## src/rtl/oai222_bist_pkg.sv

```systemverilog
// rtl/oai222_bist_pkg.sv - shared types, constants and reference function for the OAI222 BIST sequencer
package oai222_bist_pkg;

   typedef enum logic [2:0] {
      ST_IDLE,
      ST_APPLY,
      ST_WAIT,
      ST_SAMPLE,
      ST_DONE
   } state_t;

   localparam int         NUM_VEC  = 64;
   localparam logic [5:0] LAST_VEC = 6'(NUM_VEC - 1);

   // v = {C2,C1,B2,B1,A2,A1}
   function automatic logic expected_zn(logic [5:0] v);
      return ~((v[0] | v[1]) & (v[2] | v[3]) & (v[4] | v[5]));
   endfunction

endpackage

```

## src/rtl/oai222_bist_settle_cnt.sv

```systemverilog
// rtl/oai222_bist_settle_cnt.sv - 8-bit loadable down-counter; last flags a count of one
module oai222_bist_settle_cnt (
   input  logic       clk,
   input  logic       rst,
   input  logic       load,
   input  logic [7:0] load_val,
   input  logic       dec,
   output logic       last
);

   logic [7:0] count;

   always_ff @(posedge clk) begin
      if (rst) begin
         count <= '0;
      end else if (load) begin
         count <= load_val;
      end else if (dec && (count != 8'd0)) begin
         count <= count - 8'd1;
      end
   end

   assign last = (count == 8'd1);

endmodule

```

## src/rtl/oai222_bist_ctrl.sv

```systemverilog
// rtl/oai222_bist_ctrl.sv - OAI222 BIST sequencer: applies 64 vectors, checks ZN, counts errors
// OAI222_BIST_FAIL_CAPTURE_EN adds the FAIL_VEC port holding the first failing vector of a run.
module oai222_bist_ctrl
   import oai222_bist_pkg::*;
#(
   parameter int SETTLE_CYC = 2,
   parameter int ERR_W      = 7
) (
   input  logic             CLK,
   input  logic             RST,
   input  logic             START,
   output logic             A1,
   output logic             A2,
   output logic             B1,
   output logic             B2,
   output logic             C1,
   output logic             C2,
   input  logic             ZN,
   output logic             BUSY,
   output logic             DONE,
   output logic             PASS,
   output logic [ERR_W-1:0] ERR_CNT
`ifdef OAI222_BIST_FAIL_CAPTURE_EN
   ,
   output logic [5:0]       FAIL_VEC
`endif
);

   if ((SETTLE_CYC < 1) || (SETTLE_CYC > 255)) begin : g_bad_settle
      $error("oai222_bist_ctrl: SETTLE_CYC must be within 1..255");
   end

   localparam logic [ERR_W-1:0] ERR_MAX = {ERR_W{1'b1}};

   state_t           state;
   state_t           state_nxt;
   logic [5:0]       vec;
   logic [5:0]       pins;
   logic [ERR_W-1:0] err_cnt;
   logic             start_run;
   logic             apply_vec;
   logic             cnt_dec;
   logic             sample;
   logic             settle_last;
   logic             mismatch;

   oai222_bist_settle_cnt u_settle (
      .clk      (CLK),
      .rst      (RST),
      .load     (apply_vec),
      .load_val (8'(SETTLE_CYC)),
      .dec      (cnt_dec),
      .last     (settle_last)
   );

   always_ff @(posedge CLK) begin
      if (RST) begin
         state <= ST_IDLE;
      end else begin
         state <= state_nxt;
      end
   end

   // START is only looked at in IDLE and DONE, so requests during a run are dropped.
   always_comb begin
      state_nxt = state;
      start_run = 1'b0;
      apply_vec = 1'b0;
      cnt_dec   = 1'b0;
      sample    = 1'b0;
      case (state)
         ST_IDLE, ST_DONE: begin
            if (START) begin
               start_run = 1'b1;
               state_nxt = ST_APPLY;
            end
         end
         ST_APPLY: begin
            apply_vec = 1'b1;
            state_nxt = ST_WAIT;
         end
         ST_WAIT: begin
            cnt_dec = 1'b1;
            if (settle_last) begin
               state_nxt = ST_SAMPLE;
            end
         end
         ST_SAMPLE: begin
            sample    = 1'b1;
            state_nxt = (vec == LAST_VEC) ? ST_DONE : ST_APPLY;
         end
         default: state_nxt = ST_IDLE;
      endcase
   end

   assign mismatch = sample && (ZN != expected_zn(vec));

   always_ff @(posedge CLK) begin
      if (RST) begin
         vec     <= '0;
         pins    <= '0;
         err_cnt <= '0;
      end else begin
         if (start_run) begin
            vec     <= '0;
            err_cnt <= '0;
         end else begin
            if (sample && (vec != LAST_VEC)) begin
               vec <= vec + 6'd1;
            end
            if (mismatch && (err_cnt != ERR_MAX)) begin
               err_cnt <= err_cnt + 1'b1;
            end
         end
         if (apply_vec) begin
            pins <= vec;
         end
      end
   end

`ifdef OAI222_BIST_FAIL_CAPTURE_EN
   logic [5:0] fail_vec;
   logic       fail_seen;

   // fail_seen is needed because vector 0 can itself be the first failure.
   always_ff @(posedge CLK) begin
      if (RST || start_run) begin
         fail_vec  <= '0;
         fail_seen <= 1'b0;
      end else if (mismatch && !fail_seen) begin
         fail_vec  <= vec;
         fail_seen <= 1'b1;
      end
   end

   assign FAIL_VEC = fail_vec;
`endif

   assign {C2, C1, B2, B1, A2, A1} = pins;
   assign BUSY    = (state == ST_APPLY) || (state == ST_WAIT) || (state == ST_SAMPLE);
   assign DONE    = (state == ST_DONE);
   assign PASS    = DONE && (err_cnt == '0);
   assign ERR_CNT = err_cnt;

endmodule

```

## config.mk

```make
export PLATFORM = sky130hd
export DESIGN_NAME = oai222_bist_ctrl
export DESIGN_NICKNAME = d
export VERILOG_FILES = /design/src/rtl/oai222_bist_pkg.sv /design/src/rtl/oai222_bist_settle_cnt.sv /design/src/rtl/oai222_bist_ctrl.sv
export SDC_FILE = /design/constraint.sdc
export NUM_CORES = 1
export LEC_CHECK = 0
export ABC_CLOCK_PERIOD_IN_PS = 2400
export CAP_MARGIN = 20
export CORE_UTILIZATION = 31
export DETAILED_ROUTE_END_ITERATION = 10
export PLACE_DENSITY_LB_ADDON = 0.2
export REMOVE_ABC_BUFFERS = 1
export SLEW_MARGIN = 10
export SYNTH_ARGS = -nofsm -noshare
export SYNTH_HDL_FRONTEND = slang
export SYNTH_SLANG_ARGS = --single-unit
```

## constraint.sdc

```tcl
create_clock -name CLK -period 2.4 [get_ports CLK]
set_input_delay 0.48 -clock CLK [delete_from_list [all_inputs] [get_ports CLK]]
set_output_delay 0.48 -clock CLK [all_outputs]
set_load 0.1 [all_outputs]
```

==> flow_metrics.env <==
export IMPL_synth_edf_count=0
export IMPL_worstSkewPairLatency_ns=0.28
export IMPL_tritoncts="built"
export IMPL_path_clk_slew_ns=0.06
export IMPL_die_w_um=71.2
export IMPL_hold_class="flip-flop to flip-flop"
export IMPL_r2r_slack_ns=0.45
export IMPL_setup_viol=0
export IMPL_drcViolationCount=0
export IMPL_cp_end_kind="output pin"
export IMPL_maxCapViolCount=0
export IMPL_chipHeight_um=71.2
export IMPL_syn_area_per_cell_um2=9.06
export IMPL_io_buffers=19
export IMPL_gp_congestion=0.731
export IMPL_cts_root_buf="clkbuf_8"
export IMPL_max_slew_margin_rel_pct=59.8
export IMPL_crit_path_top_delay_cell="nor4bb_2"
export IMPL_design_area_um2=1800
export IMPL_vdd_drop_max_uv=371
export IMPL_synth_cell_types=41
export IMPL_cts_buffers=5
export IMPL_totalWireLength_um=3000
export IMPL_detail_route_iter0_violations=36
export IMPL_p_total_mw=1.41
export IMPL_dr_pass1_iters=4
export IMPL_postCtsSetupRepairBufs=0
export IMPL_ys_flop_type="dfxtp_1"
export IMPL_place_area_um2=1710
export IMPL_die_area_um2=5070
export IMPL_yosys_warnings=0
export IMPL_synth_top_area_share_pct=40.4
export IMPL_setup_ws_ns=0.190
export IMPL_core_area_um2=4470
export IMPL_synthMostInstantiatedCell="dfxtp_1"
export IMPL_grt_max_degree=12
export IMPL_pre_cts_slack_ns=0.148
export IMPL_hold_viol=0
export IMPL_crit_fanout=8
export IMPL_wl_per_cell_um=12.5
export IMPL_nFillCells=445
export IMPL_grt_pass1_wl_um=5080
export IMPL_via_per_inst=5.11
export IMPL_cts_buffer_depth=2
export IMPL_worstPathArrival_ns=1.73
export IMPL_worstPathCellList="nor2_1, nand2_1, nor4bb_2, buf_12"
export IMPL_skew_ns=0.00747
export IMPL_fmax_mhz=453
export IMPL_ant_nets=0
export IMPL_vias=1222
export IMPL_fin_crit_ns=2.21
export IMPL_crit_type="flip-flop to output pin"
export IMPL_powerDensity_nw_per_um2=782
export IMPL_rsz0062_at_grt="false"
export IMPL_drive_above_1_share_pct=17.6
export IMPL_cts_sinks=30
export IMPL_critical_path_startpoint_type="flip-flop"
export IMPL_grt_use_total_pct=13.1
export IMPL_post_dp_hpwl_um=2160
export IMPL_leakage_nw=0.709
export IMPL_min_period_over_period_pct=92.1
export IMPL_antenna_cells=0
export IMPL_rows=24
export IMPL_worst_path_buf_inv=1
export IMPL_syn_inst=164
export IMPL_synth_area_um2=1490
export IMPL_tightestPinTransition_ns=0.601
export IMPL_yosys_top_cells_count="dfxtp_1, nor2_1, inv_1"
export IMPL_worst_ep_required_time_ns=1.92
export IMPL_critical_path_top_delay_family="simple AND/OR/NAND/NOR gates"
export IMPL_maxSlewViolCount=0
export IMPL_seq_area_frac_synth_pct=40.4
export IMPL_ios=20
export IMPL_antenna_found_initial=0
export IMPL_overflow=0
export IMPL_critPathMaxStageDelay_ns=0.45
export IMPL_synthTopCellsByArea="dfxtp_1, nor2_1, ha_1"
export IMPL_syn_to_final_growth_pct=21.1
export IMPL_status="complete, no violations"
export IMPL_synth_seq_cells=30
export IMPL_postSynth_asyncResetShare_pct=0
export IMPL_htreeDepth=2
export IMPL_start_util_pct=33.2
export IMPL_first_global_vias=1122
export IMPL_yosys_area_top_type="dfxtp_1"
export IMPL_nets=198
-- state kept, by name, indices dropped and copies added, names as in the netlist --
| signal | flops |
|---|---|
| u_settle.count | 8 |
| ERR_CNT | 7 |
| pins | 6 |
| vec | 6 |
| state | 3 |
-- metrics by stage --
stage               util, %  hold WS [ns]  TNS [ns]  cells
floorplan                 -         0.500     -2.01    159
global placement       38.3         0.478         0    232
detailed placement     38.3         0.488         0    232
CTS                    40.1         0.504         0    239
global route           40.2         0.518         0    239
finish                 40.2         0.495         0    239
-- cell usage in the layout (no fill, tap or decap), types with 2 or more instances in the layout --
cell type	instances
dfxtp_1	30
nor2_1	27
buf_4	16
inv_1	11
nand2_1	10
mux2i_1	7
xnor2_1	7
ha_1	7
and3_1	6
xor2_1	6
a21oi_1	6
clkbuf_8	5
nand3_1	4
nand4_1	3
nor3_1	3
nand4b_1	3
o21ai_0	3
clkdlybuf4s50_1	3
a31oi_1	2
a211oi_1	2
a41o_1	2
clkinv_2	2
buf_12	2
-- worst paths after layout --
check,start,to,cells after the start
setup reg to reg,vec[0],ERR_CNT[1],6
setup / recovery,state[1],PASS,4
hold / removal,pins[2],pins[2],2
hold reg to reg,pins[2],pins[2],2
-- kinds of logic after synthesis --
group,share of synthesized area [%]
xor+xnor,7.67
simple gates,24.0
fa+ha+maj,5.90
flops,40.4
compound gates,12.7
mux,4.72
buf+inv,4.55
-- where the power goes --
part	leakage [nW]	switching (mW)	internal (mW)
sequential	0.242	0.0511	0.539
clock	0.0438	0.178	0.194
combinational	0.423	0.278	0.168
-- worst register-to-register path, stage by stage (launching register included) --
cell,delay (ns)
dfxtp_1,0.40
inv_1,0.06
ha_1,0.20
or4_1,0.58
nand2_1,0.27
a211oi_1,0.12
a41o_1,0.22
-- timing repair --
item,CTS,global route
endpoints found under the setup margin,0,1
hold buffers,0,0
gates resized for setup,0,1
-- cell type report --
type,instances,area [µm²],share of cell area [%]
multi-input combinational,118,823,45.8
inverter,11,41.3,2.29
timing repair buffer,21,190,10.6
clock buffer,5,68.8,3.82
clock inverter,2,10.0,0.556
sequential,30,601,33.4
tap,52,65.1,3.62
-- metal layers --
| layer | part of all wire (%) | GRT usage [%] |
|---|---|---|
| met2 | 49 | 21.0 |
| met3 | 2.9 | 3.38 |
| met1 | 45 | 15.5 |
| met4 | 2.9 | 8.67 |
| met5 | 0 | 0 |
No activity file was read; power rests on OpenSTA's default activity.
